--- src/rtl/requant_output_pack.sv ---
// requant_output_pack: adds the output zero point to requantized int32 results,
// clamps them to the activation range as int8, packs four bytes little-endian
// per 32-bit word and queues the words in a small first-word-fall-through FIFO.
module requant_output_pack #(
    parameter int PACK       = 4,
    parameter int FIFO_DEPTH = 4,
    parameter int AF_MARGIN  = 2
) (
    input  logic        clk_i,
    input  logic        rst_i,
    input  logic        start_i,
    input  logic [31:0] num_elements_i,
    input  logic [31:0] output_zero_point_i,
    input  logic [7:0]  act_min_i,
    input  logic [7:0]  act_max_i,
    input  logic        in_valid_i,
    input  logic [31:0] in_data_i,
    output logic        almost_full_o,
    output logic        out_valid_o,
    input  logic        out_ready_i,
    output logic [31:0] out_data_o,
    output logic [3:0]  out_keep_o,
    output logic        out_last_o,
    output logic        busy_o,
    output logic        done_o,
    output logic        overflow_err_o
);
    localparam int AW = $clog2(FIFO_DEPTH);
    localparam int CW = AW + 1;

    typedef enum logic [1:0] {S_IDLE, S_RUN, S_DRAIN, S_DONE} state_t;

    state_t        state_q;
    logic [31:0]   num_q, zp_q, acc_cnt_q;
    logic [7:0]    min_q, max_q;
    logic          v0_q, l0_q, v1_q, l1_q;
    logic [31:0]   d0_q;
    logic [7:0]    b1_q;
    logic [1:0]    lane_q;
    logic [31:0]   pack_q;
    logic [3:0]    keep_q;
    logic [31:0]   mem_data_q [FIFO_DEPTH];
    logic [3:0]    mem_keep_q [FIFO_DEPTH];
    logic          mem_last_q [FIFO_DEPTH];
    logic [AW-1:0] wr_q, rd_q;
    logic [CW-1:0] cnt_q;
    logic          ovf_q;

    logic               start_ok, accept, push, pop, full, wr_en, drop, head_valid;
    logic signed [32:0] sum, lo, hi;
    logic [7:0]         clamped;
    logic [31:0]        word_data;
    logic [3:0]         word_keep;

    assign start_ok   = start_i && (state_q == S_IDLE || state_q == S_DONE);
    assign accept     = in_valid_i && (state_q == S_RUN) && (acc_cnt_q < num_q);
    assign head_valid = (cnt_q != '0);
    assign full       = (cnt_q == CW'(FIFO_DEPTH));
    assign pop        = head_valid && out_ready_i;
    assign push       = v1_q && ((lane_q == 2'(PACK - 1)) || l1_q);
    assign wr_en      = push && (!full || pop);
    assign drop       = push && full && !pop;

    // 33-bit zero-point add so large inputs saturate instead of wrapping, then clamp.
    always_comb begin
        sum     = $signed({d0_q[31], d0_q}) + $signed({zp_q[31], zp_q});
        lo      = $signed({{25{min_q[7]}}, min_q});
        hi      = $signed({{25{max_q[7]}}, max_q});
        clamped = sum[7:0];
        if (sum < lo)
            clamped = min_q;
        else if (sum > hi)
            clamped = max_q;
    end

    // Merge the incoming byte into the partially filled word being assembled.
    always_comb begin
        word_data = pack_q;
        word_keep = keep_q;
        word_data[{lane_q, 3'b000} +: 8] = b1_q;
        word_keep[lane_q] = 1'b1;
    end

    // Config latch, element counter and the two pipeline stages feeding the packer.
    always_ff @(posedge clk_i or posedge rst_i) begin
        if (rst_i) begin
            num_q     <= '0;
            zp_q      <= '0;
            min_q     <= '0;
            max_q     <= '0;
            acc_cnt_q <= '0;
            v0_q      <= 1'b0;
            l0_q      <= 1'b0;
            d0_q      <= '0;
            v1_q      <= 1'b0;
            l1_q      <= 1'b0;
            b1_q      <= '0;
        end else begin
            if (start_ok) begin
                num_q     <= num_elements_i;
                zp_q      <= output_zero_point_i;
                min_q     <= act_min_i;
                max_q     <= act_max_i;
                acc_cnt_q <= '0;
            end else if (accept) begin
                acc_cnt_q <= acc_cnt_q + 32'd1;
            end
            v0_q <= accept;
            l0_q <= accept && (acc_cnt_q == num_q - 32'd1);
            d0_q <= in_data_i;
            v1_q <= v0_q;
            l1_q <= l0_q;
            b1_q <= clamped;
        end
    end

    // Lane packer: accumulate bytes until the word is full or the job ends.
    always_ff @(posedge clk_i or posedge rst_i) begin
        if (rst_i) begin
            lane_q <= '0;
            pack_q <= '0;
            keep_q <= '0;
        end else if (start_ok || push) begin
            lane_q <= '0;
            pack_q <= '0;
            keep_q <= '0;
        end else if (v1_q) begin
            lane_q <= lane_q + 2'd1;
            pack_q <= word_data;
            keep_q <= word_keep;
        end
    end

    // Output FIFO; a push into a full FIFO without a pop is dropped and flagged.
    always_ff @(posedge clk_i or posedge rst_i) begin
        if (rst_i) begin
            for (int i = 0; i < FIFO_DEPTH; i++) begin
                mem_data_q[i] <= '0;
                mem_keep_q[i] <= '0;
                mem_last_q[i] <= 1'b0;
            end
            wr_q  <= '0;
            rd_q  <= '0;
            cnt_q <= '0;
            ovf_q <= 1'b0;
        end else begin
            if (wr_en) begin
                mem_data_q[wr_q] <= word_data;
                mem_keep_q[wr_q] <= word_keep;
                mem_last_q[wr_q] <= l1_q;
                wr_q             <= wr_q + AW'(1);
            end
            if (pop)
                rd_q <= rd_q + AW'(1);
            if (wr_en && !pop)
                cnt_q <= cnt_q + CW'(1);
            else if (pop && !wr_en)
                cnt_q <= cnt_q - CW'(1);
            if (start_ok)
                ovf_q <= 1'b0;
            else if (drop)
                ovf_q <= 1'b1;
        end
    end

    // Job sequencer; a dropped final word ends the job directly since it can never handshake.
    always_ff @(posedge clk_i or posedge rst_i) begin
        if (rst_i) begin
            state_q <= S_IDLE;
        end else begin
            case (state_q)
                S_IDLE, S_DONE: begin
                    if (start_i)
                        state_q <= (num_elements_i == '0) ? S_DONE : S_RUN;
                end
                S_RUN: begin
                    if (push && l1_q)
                        state_q <= wr_en ? S_DRAIN : S_DONE;
                end
                S_DRAIN: begin
                    if (pop && mem_last_q[rd_q])
                        state_q <= S_DONE;
                end
                default: state_q <= S_IDLE;
            endcase
        end
    end

    assign out_valid_o    = head_valid;
    assign out_data_o     = head_valid ? mem_data_q[rd_q] : '0;
    assign out_keep_o     = head_valid ? mem_keep_q[rd_q] : '0;
    assign out_last_o     = head_valid && mem_last_q[rd_q];
    assign almost_full_o  = (cnt_q >= CW'(FIFO_DEPTH - AF_MARGIN));
    assign busy_o         = (state_q == S_RUN) || (state_q == S_DRAIN);
    assign done_o         = (state_q == S_DONE);
    assign overflow_err_o = ovf_q;

endmodule

--- config.mk ---
export PLATFORM = sky130hd
export DESIGN_NAME = requant_output_pack
export DESIGN_NICKNAME = d
export VERILOG_FILES = /design/src/rtl/requant_output_pack.sv
export SDC_FILE = /design/constraint.sdc
export NUM_CORES = 1
export LEC_CHECK = 0
export CORE_MARGIN = 8
export CORE_UTILIZATION = 55
export CTS_CLUSTER_DIAMETER = 120
export DETAILED_ROUTE_END_ITERATION = 16
export PLACE_DENSITY = 0.76
export SYNTH_ARGS = -nofsm -noshare
export SYNTH_HDL_FRONTEND = slang
export SYNTH_SLANG_ARGS = --single-unit
--- constraint.sdc ---
create_clock -name clk_i -period 15.9 [get_ports clk_i]
set_clock_uncertainty 0.05 [all_clocks]
set_input_delay 3.18 -clock clk_i [delete_from_list [all_inputs] [get_ports clk_i]]
set_output_delay 3.18 -clock clk_i [all_outputs]
set_load 0.02 [all_outputs]
==> flow_summary.json <==
{
  "final_cell_mix": "350 x dfrtp_1, 341 x nand2_1, 227 x o21ai_0, 158 x clkdlybuf4s50_1, 147 x ha_1",
  "p_comb_share_pct": 45.8,
  "yosys-mux-area-fraction_pct": 5.593,
  "place_inst": 2549,
  "grt_pass1_wl_microns": 79590,
  "critPathCaptureType": "output pin",
  "diodes": 0,
  "fin_crit_ns": 6.385,
  "synth_xor_area_share_pct": 4.746,
  "cp_max_fo": 21,
  "routabilityCongestion": 0.9033,
  "p_leak_nw": 10.41,
  "yosysSeqAreaShare_pct": 45.52,
  "cts_tree": "done",
  "num_rows": 68,
  "synth-adder-area-share_pct": 9.712,
  "synth.distinct_cells": 69,
  "syn_area_sq_um": 19350,
  "totalWireLength_microns": 47450,
  "die_h_microns": 203.6,
  "min_path_type": "reg -> reg",
  "ant_nets": 0,
  "relSlewSlack_pct": 24.15,
  "clkPwrFrac_pct": 24.8,
  "hold_violations": 0,
  "yosys_warnings": 0,
  "cts_buffers": 39,
  "seq_power_share_pct": 29.4,
  "layout-drive-gt1-share_pct": 6.889,
  "vias_per_cell": 5.776,
  "synthesis.nets": 2268,
  "synth_top_family_by_area": "simple AND/OR/NAND/NOR gates",
  "core-area_sq_um": 34630,
  "drc": 0,
  "cts-resized-gates": 0,
  "drt_pre_antenna_iters": 7,
  "grt_pass1_vias": 15644,
  "synth_enable_flop_cells": 0,
  "ys_ff_latch": 352,
  "p_sw_share_pct": 39.40,
  "p_total_w": 0.004166,
  "syn_area_per_cell_sq_um": 9.666,
  "cp.required_ns": 12.67,
  "post_cts_buffers": 0,
  "synthFlopType": "dfrtp_1",
  "dp_hpwl_microns": 33090,
  "ir_worst_vdd_mv": 0.1408,
  "outcome": "completed",
  "p_sw_w": 0.001642,
  "area_delta_synth_final_pct": 17.90,
  "synth_compound_area_share_pct": 14.44,
  "grt_usage_pct": 23.07,
  "fin_tns_setup_ns": 0,
  "async_flop_share_pct": 100.0,
  "slew_viol_final": 0,
  "start_util_pct": 55.88,
  "final_common_cell": "dfrtp_1",
  "postCtsHoldBufs": 0,
  "maxCapViolCount": 0,
  "synth-simple-area-share_pct": 16.86,
  "critical_path_class": "reg -> out",
  "io_pins": 159,
  "clock_latency_ns": 0.54,
  "utilization_pct": 65.88,
  "rsz0062_at_grt": "no",
  "fmax_mhz": 156.6,
  "detail_route.iter0.violations": 1107,
  "io_buffer_count": 158,
  "period_share_pct": 40.16,
  "vias": 15121,
  "dieWidth_microns": 203.6,
  "arrival_ns": 3.16,
  "nNetsFinal": 2401,
  "p_int_w": 0.002524,
  "pwr_density_cell_nw_per_um2": 182.6,
  "startpoint_type": "flip-flop",
  "cts_max_path_buffers": 3,
  "clk_pin_slew_ns": 0.06,
  "final-setup-viol-count": 0,
  "netlist_instances": 2002,
  "fp.dieArea_sq_um": 41440,
  "antenna_found_initial": 1,
  "avgRoutedWirePerCell_microns": 18.12,
  "h-tree-depth": 2,
  "fin_cells": 2618,
  "grt_max_degree": 114,
  "cts_root_buffer": "clkbuf_16",
  "grt_overflow": 0,
  "clock-sinks": 352,
  "worst_pin_slew_ns": 1.138
}
==> per-layer routing <==
| metal | up-vias | wire (microns) | global-route usage, % |
|---|---|---|---|
| met5 | - | 13 | 0 |
| met4 | 2 | 1544 | 7.925 |
| li1 | 7290 | - | - |
| met2 | 382 | 22590 | 38.40 |
| met1 | 7339 | 20840 | 30.01 |
| met3 | 108 | 2461 | 4.316 |
==> through the flow <==
stage	hold WS, ns	setup WS, ns	cell area [sq um]
4_1_cts	0.2921	9.435	22810
2_1_floorplan	0.2812	2.906	19350
6_report	0.2922	9.515	22810
5_1_grt	0.3101	9.322	22810
3_5_place_dp	0.2847	10.04	21340
3_3_place_gp	0.2854	10.09	21340
==> sequential cells by signal, summed over array words and instances (netlist names), 2 cells and up <==
| register | flops |
|---|---|
| max_q | 8 |
| zp_q | 32 |
| state_q | 2 |
| mem_data_q | 128 |
| d0_q | 32 |
| pack_q | 32 |
| keep_q | 4 |
| acc_cnt_q | 32 |
| wr_q | 2 |
| cnt_q | 3 |
| num_q | 32 |
| lane_q | 2 |
| mem_last_q | 4 |
| rd_q | 2 |
| mem_keep_q | 16 |
| b1_q | 8 |
| min_q | 8 |
==> cell type report <==
type                    instances  area [sq um]
inverters                      76         292.8
clock inverters                23         414.1
multi-input cells            1491          9955
fillers                      2752         11810
flip-flops and latches        352          8811
well taps                     455         569.3
repair buffers                175          1709
clock buffers                  46          1064
==> worst max-delay path, stage by stage, from the launching register on <==
cell,delay [ns]
dfrtp_2,0.79
buf_4,0.50
mux4_2,0.57
and2_1,0.17
clkdlybuf4s50_1,0.54
==> power groups by stage <==
stage                     clock (W)  sequential, W  combinational [W]
after global routing        0.00109        0.00125            0.00216
after floorplan                   0        0.00117            0.00146
after detailed placement          0        0.00124            0.00189
after global placement            0        0.00123            0.00180
final                       0.00103        0.00122            0.00191
after CTS                   0.00105        0.00122            0.00191
==> kinds of logic after synthesis <==
| logic type | count (synthesis) |
|---|---|
| flops | 352 |
| mux | 61 |
| compound gates | 474 |
| fa+ha+maj | 149 |
| xor+xnor | 104 |
| buf+inv | 159 |
| simple gates | 703 |
==> final timing paths <==
| kind | from | end | slack [ns] | depth (start not counted) |
|---|---|---|---|---|
| setup / recovery | rd_q[0] | out_data_o[25] | 9.51 | 4 |
| setup reg to reg | zp_q[0] | b1_q[0] | 10.20 | 21 |
| hold / removal | l0_q | l1_q | 0.29 | 0 |
| hold reg to reg | l0_q | l1_q | 0.29 | 0 |
| max in group asynchronous | rst_i | rd_q[0] | 11.00 | 3 |
| min in group asynchronous | rst_i | num_q[30] | 3.09 | 2 |
==> synth_stat cells (9+ instances only) <==
master / instances / area share [%]
a21oi_1: 95 / 2.5
a21o_1: 45 / 1.7
and3_1: 9 / 0.29
nand4_1: 30 / 0.97
xor2_1: 34 / 1.5
nand2_1: 345 / 6.7
nand3_1: 28 / 0.72
ha_1: 147 / 9.5
nor2_1: 111 / 2.2
nor2b_1: 44 / 1.4
and2_1: 41 / 1.3
clkbuf_1: 76 / 1.5
xnor2_1: 69 / 3.1
dfrtp_1: 352 / 46
or3_1: 9 / 0.29
nor4_1: 21 / 0.68
inv_1: 76 / 1.5
a211oi_1: 45 / 1.7
mux2i_1: 17 / 0.88
nor3_1: 31 / 0.80
o21ai_0: 227 / 5.9
and4_1: 9 / 0.41
mux4_2: 37 / 4.3
No activity file was read; power rests on OpenSTA's default activity.
